## config.mk

```make
export PLATFORM = sky130hd
export DESIGN_NAME = disp_delay_ctrl
export DESIGN_NICKNAME = d
export VERILOG_FILES = /design/src/rtl/disp_pkg.sv /design/src/rtl/disp_pos_cnt.sv /design/src/rtl/disp_delay_ctrl.sv
export SDC_FILE = /design/constraint.sdc
export NUM_CORES = 1
export LEC_CHECK = 0
export CAP_MARGIN = 20
export CELL_PAD_IN_SITES_DETAIL_PLACEMENT = 1
export CELL_PAD_IN_SITES_GLOBAL_PLACEMENT = 1
export CORE_MARGIN = 3
export CORE_UTILIZATION = 40
export CTS_CLUSTER_SIZE = 10
export DETAILED_ROUTE_END_ITERATION = 8
export DONT_BUFFER_PORTS = 1
export GPL_TIMING_DRIVEN = 0
export PLACE_DENSITY_LB_ADDON = 0.15
export SYNTH_ARGS = -nofsm -noshare
export SYNTH_HDL_FRONTEND = slang
export SYNTH_SLANG_ARGS = --single-unit
```

## constraint.sdc

```tcl
create_clock -name i_clk -period 3.8 [get_ports i_clk]
set_clock_uncertainty 0.1 [all_clocks]
set_input_delay 0.38 -clock i_clk [delete_from_list [all_inputs] [get_ports i_clk]]
set_output_delay 0.38 -clock i_clk [all_outputs]
set_load 0.02 [all_outputs]
```

## src/rtl/disp_pkg.sv

```systemverilog
// Shared defaults, delay-line length helper and controller state encoding.
// Latency: n/a (types and constants only).
// Backpressure: n/a.
package disp_pkg;

  localparam int IMG_W_DEF = 640;
  localparam int IMG_H_DEF = 480;
  localparam int WIN_DEF   = 5;

  // Length of the external pixel delay line for a given line width and window.
  function automatic int calc_delay(input int img_w, input int win);
    return img_w * win + win;
  endfunction

  typedef enum logic [1:0] {
    ST_IDLE  = 2'd0,
    ST_RUN   = 2'd1,
    ST_FLUSH = 2'd2
  } state_t;

endpackage

```

## src/rtl/disp_pos_cnt.sv

```systemverilog
// Raster position counter: col wraps at IMG_W-1 and then bumps row; last flags the final pixel.
// Latency: position advances on the edge after inc.
// Backpressure: none; counts whenever inc is high, clr has priority.
module disp_pos_cnt
  import disp_pkg::*;
#(
  parameter int IMG_W = IMG_W_DEF,
  parameter int IMG_H = IMG_H_DEF
) (
  input  logic                     clk,
  input  logic                     rst_n,
  input  logic                     clr,
  input  logic                     inc,
  output logic [$clog2(IMG_W)-1:0] col,
  output logic [$clog2(IMG_H)-1:0] row,
  output logic                     last
);

  localparam int CW = $clog2(IMG_W);
  localparam int RW = $clog2(IMG_H);

  logic col_last;
  logic row_last;

  assign col_last = (col == CW'(IMG_W - 1));
  assign row_last = (row == RW'(IMG_H - 1));
  assign last     = col_last && row_last;

  always_ff @(posedge clk) begin
    if (!rst_n || clr) begin
      col <= '0;
      row <= '0;
    end else if (inc) begin
      if (col_last) begin
        col <= '0;
        row <= row_last ? '0 : row + 1'b1;
      end else begin
        col <= col + 1'b1;
      end
    end
  end

endmodule

```

## src/rtl/disp_delay_ctrl.sv

```systemverilog
// Tracks pixel positions into and out of an external delay line; flags border pixels and frame end.
// Latency: o_col/o_row/o_border/o_frame_done/o_err are registered, one cycle after the causing input.
// Backpressure: none; optional FLUSH watchdog under DISP_DELAY_CTRL_WDOG_EN.
module disp_delay_ctrl
  import disp_pkg::*;
#(
  parameter int IMG_W = IMG_W_DEF,
  parameter int IMG_H = IMG_H_DEF,
  parameter int WIN   = WIN_DEF
) (
  input  logic       i_clk,
  input  logic       i_rst_n,
  input  logic       i_sof,
  input  logic       i_valid,
  input  logic       i_dly_valid,
  output logic [9:0] o_col,
  output logic [8:0] o_row,
  output logic       o_border,
  output logic       o_busy,
  output logic       o_frame_done,
  output logic       o_err
);

  localparam int CW = $clog2(IMG_W);
  localparam int RW = $clog2(IMG_H);
  localparam logic [CW-1:0] COL_LO = CW'(WIN);
  localparam logic [CW-1:0] COL_HI = CW'(IMG_W - 1 - WIN);
  localparam logic [RW-1:0] ROW_LO = RW'(WIN);
  localparam logic [RW-1:0] ROW_HI = RW'(IMG_H - 1 - WIN);

  state_t state, next_state;

  logic [CW-1:0] in_col, out_col;
  logic [RW-1:0] in_row, out_row;
  logic          in_last, out_last, in_zero;
  logic          in_inc, in_clr, out_inc, out_clr;
  logic          err_d, done_d, sof_v, border, wdog_fire;

  disp_pos_cnt #(.IMG_W(IMG_W), .IMG_H(IMG_H)) u_in_cnt (
    .clk(i_clk), .rst_n(i_rst_n), .clr(in_clr), .inc(in_inc),
    .col(in_col), .row(in_row), .last(in_last)
  );

  disp_pos_cnt #(.IMG_W(IMG_W), .IMG_H(IMG_H)) u_out_cnt (
    .clk(i_clk), .rst_n(i_rst_n), .clr(out_clr), .inc(out_inc),
    .col(out_col), .row(out_row), .last(out_last)
  );

  assign sof_v   = i_valid && i_sof;
  assign in_zero = (in_col == '0) && (in_row == '0);
  assign border  = (out_col < COL_LO) || (out_col > COL_HI) ||
                   (out_row < ROW_LO) || (out_row > ROW_HI);
  assign o_busy  = (state != ST_IDLE);

`ifdef DISP_DELAY_CTRL_WDOG_EN
  localparam int DELAY = calc_delay(IMG_W, WIN);
  localparam int WDW   = $clog2(DELAY + 17);
  logic [WDW-1:0] wdog_cnt;

  // Counts cycles spent in FLUSH; fires so the error lands DELAY+16 cycles after entry.
  always_ff @(posedge i_clk) begin
    if (!i_rst_n || state != ST_FLUSH) wdog_cnt <= '0;
    else                               wdog_cnt <= wdog_cnt + 1'b1;
  end
  assign wdog_fire = (state == ST_FLUSH) && (wdog_cnt == WDW'(DELAY + 15));
`else
  assign wdog_fire = 1'b0;
`endif

  always_ff @(posedge i_clk) begin
    if (!i_rst_n) state <= ST_IDLE;
    else          state <= next_state;
  end

  always_comb begin
    next_state = state;
    in_inc     = 1'b0;
    in_clr     = 1'b0;
    out_inc    = 1'b0;
    out_clr    = 1'b0;
    err_d      = 1'b0;
    done_d     = 1'b0;
    case (state)
      ST_IDLE: begin
        if (i_dly_valid) err_d = 1'b1;
        if (sof_v) begin
          next_state = ST_RUN;
          in_inc     = 1'b1;
        end
      end
      ST_RUN: begin
        if (i_valid) begin
          if (i_sof && !in_zero) begin
            err_d = 1'b1;
          end else begin
            in_inc = 1'b1;
            if (in_last) next_state = ST_FLUSH;
          end
        end
        if (i_dly_valid) begin
          out_inc = 1'b1;
          if (out_last) begin
            done_d     = 1'b1;
            next_state = ST_IDLE;
            in_clr     = 1'b1;
          end
        end
      end
      ST_FLUSH: begin
        // A new frame's first pixel may ride on the cycle that retires the old one.
        if (i_dly_valid) begin
          out_inc = 1'b1;
          if (out_last) begin
            done_d     = 1'b1;
            next_state = sof_v ? ST_RUN : ST_IDLE;
            in_inc     = sof_v;
          end
        end
        if (sof_v && !(i_dly_valid && out_last)) err_d = 1'b1;
      end
      default: next_state = ST_IDLE;
    endcase
    if (wdog_fire) begin
      err_d      = 1'b1;
      next_state = ST_IDLE;
      in_clr     = 1'b1;
      out_clr    = 1'b1;
      out_inc    = 1'b0;
    end
  end

  always_ff @(posedge i_clk) begin
    if (!i_rst_n) begin
      o_col        <= '0;
      o_row        <= '0;
      o_border     <= 1'b0;
      o_frame_done <= 1'b0;
      o_err        <= 1'b0;
    end else begin
      o_frame_done <= done_d;
      o_err        <= err_d;
      if (out_inc) begin
        o_col    <= 10'(out_col);
        o_row    <= 9'(out_row);
        o_border <= border;
      end
    end
  end

endmodule
```

==> impl_metrics.env <==
export IMPL_post_route_drc_count=0
export IMPL_grt_usage_pct=19.1
export IMPL_htree_levels=3
export IMPL_synthCells=379
export IMPL_synth_seq_cells=62
export IMPL_grt_pass1_vias=2689
export IMPL_final_common_cell="nand2_1"
export IMPL_clock_sinks=62
export IMPL_boundaryPins=28
export IMPL_dpl_worst_slack_ns=1.06
export IMPL_cts_max_path_buffers=2
export IMPL_maxCapViolCount=0
export IMPL_cts_hold_buffers=0
export IMPL_fp_row_count=31
export IMPL_io_buffer_count=0
export IMPL_setup_viol=0
export IMPL_fin_setup_tns_ns=0
export IMPL_postCtsSetupRepairBufs=0
export IMPL_drtAntennaViolNets=0
export IMPL_whs_ns=0.0586
export IMPL_tightest_slew_ns=0.861
export IMPL_slew_viol_final=0
export IMPL_core_area_sq_um=7370
export IMPL_hold_class="in -> reg"
export IMPL_die_w_um=93.9
export IMPL_final_area_sq_um=3420
export IMPL_cts_resized=0
export IMPL_first_pass_iters=4
export IMPL_period_minus_slack_ns=2.75
export IMPL_start_kind="register"
export IMPL_grt_overflow=0
export IMPL_cp_max_fo=10
export IMPL_clk_latency_ns=0.35
export IMPL_synthFlopType="dfxtp_1"
export IMPL_cts_root_buf="clkbuf_8"
export IMPL_fmax_mhz=363
export IMPL_required_ns=3.97
export IMPL_start_util_pct=41.9
export IMPL_fin_nets=408
export IMPL_r2r_start="u_out_cnt.row[1]"
export IMPL_antenna_cells=0
export IMPL_grt_first_pass_wirelength_um=13300
export IMPL_min_from="i_dly_valid"
export IMPL_synth_edff_count=0
export IMPL_layout_cells_most_common_list="nand2_1 (67), dfxtp_1 (62), nor2_1 (24)"
export IMPL_final_layout_size_suffix_gt1_share_pct=6.84
export IMPL_cts_clk_slew_worst_paths_ns=0.07
export IMPL_leakagePower_nw=1.20
export IMPL_finalHoldViolCount=0
export IMPL_viasPerCell=5.31
export IMPL_arrival_ns=2.92
export IMPL_syn_to_final_growth_pct=10.7
export IMPL_rsz0062_at_grt="false"
export IMPL_cts_buffers=9
export IMPL_syn_nets=397
export IMPL_rrSetupSlack_ns=1.05
export IMPL_dp_hpwl_um=5500
export IMPL_netlist_area_leader_share_pct=40.2
export IMPL_ir_drop_mv=0.195
export IMPL_async_flop_share_pct=0
export IMPL_relSlewSlack_pct=42.4
export IMPL_yosysSeqAreaShare_pct=40.2
export IMPL_ys_types=45
export IMPL_worstSetupEndpointType="register"
export IMPL_drtIter0Drc=62
export IMPL_netlist_area_sq_um=3090
export IMPL_num_vias=2624
export IMPL_final_setup_worst_slack_ns=1.05
export IMPL_fp_dieArea_sq_um=8810
export IMPL_fp_dieH_um=93.9
export IMPL_placed_area_sq_um=3210
export IMPL_gp_routability_congestion=0.817
export IMPL_fin_crit_sh_pct=72.5
export IMPL_yosysTopAreaCell="dfxtp_1"
export IMPL_criticalPathCategory="reg -> reg"
export IMPL_grt_max_degree=13
export IMPL_cts_tree="yes"
export IMPL_synthTopCellsByArea="dfxtp_1 (40%), nand2_1 (8.1%), ha_1 (5.3%)"
export IMPL_wirelength_um=7560
export IMPL_wire_per_inst_um=15.3
export IMPL_crit_start="u_out_cnt.row[1]"
export IMPL_cellPowerDensity_nw_per_um2=394
export IMPL_ys_warnings_count=0
export IMPL_antenna_found_initial=0
export IMPL_outcome="finished, final reports clean"
export IMPL_avgSynthCellArea_sq_um=8.15
## worst paths after layout
kind | to | depth (start not counted)
setup / recovery | u_in_cnt.row[8] | 8
hold / removal | o_err | 2
setup reg to reg | u_in_cnt.row[8] | 8
hold reg to reg | u_in_cnt.col[8] | 2
## state kept, by name (all words and copies together), names as in the netlist
name / flops
u_out_cnt.row: 9
u_in_cnt.col: 10
o_err: 1
o_row: 9
o_border: 1
u_out_cnt.col: 10
state: 2
o_frame_done: 1
u_in_cnt.row: 9
o_col: 10
## through the flow
step | util (%) | total power, mW | instances
2_1_floorplan | - | 0.733 | 379
6_report | 46.4 | 1.35 | 494
4_1_cts | 46.4 | 1.37 | 494
3_3_place_gp | 43.6 | 0.752 | 478
3_5_place_dp | 43.6 | 0.754 | 478
5_1_grt | 46.4 | 1.41 | 494
## area by class of cell
type,count,area (sq um)
fill,908,3950
multi-input combinational,288,1720
sequential,62,1240
inverter,14,52.6
clock buffer,10,138
clock inverter,6,70.1
tap,99,124
buffer,15,70.1
## report_power, final
group / leakage, nW / switching [mW] / internal (mW)
clock network: 0.0951 / 0.285 / 0.324
logic: 0.601 / 0.0493 / 0.0251
registers: 0.500 / 0.00819 / 0.656
## cells in the mapped netlist, drive strengths merged, types with 10 or more instances
master  count
ha         13
and3       10
a21oi      17
nor2       24
nand2      67
xor2       16
dfxtp      62
o21ai      23
nor2b      10
inv        14
nand3      19
a21boi     20
## worst max-delay path: stages (launching register included)
cell and delay (ns):
dfxtp_1 0.53, ha_1 0.30, nand4b_1 0.17, nor3_4 0.36, and4_4 0.33, o21ai_2 0.08, buf_6 0.15, or4b_1 0.51
a21oi_1 0.15
## logic make-up after synthesis
| logic type | count (synthesis) | share of synthesized area (%) |
|---|---|---|
| muxes | 3 | 1.01 |
| and+or+nand+nor | 180 | 29.1 |
| adders and majority gates | 13 | 5.27 |
| DFF | 62 | 40.2 |
| AOI/OAI and AO/OA | 73 | 15.0 |
| buffers and inverters | 29 | 3.97 |
| xor gates and xnor gates | 19 | 5.39 |
## routing by layer
layer / up-vias / routed length [um] / GRT usage, % / part of all wire [%]
li1: 1332 / - / - / -
met1: 1262 / 3800 / 25.4 / 50
met2: 26 / 3460 / 29.7 / 46
met3: 4 / 243 / 4.89 / 3.2
met4: 0 / 54 / 6.86 / 0.71
met5: - / 0 / 0 / 0
Note: power is estimated with default switching activity, not from simulation.
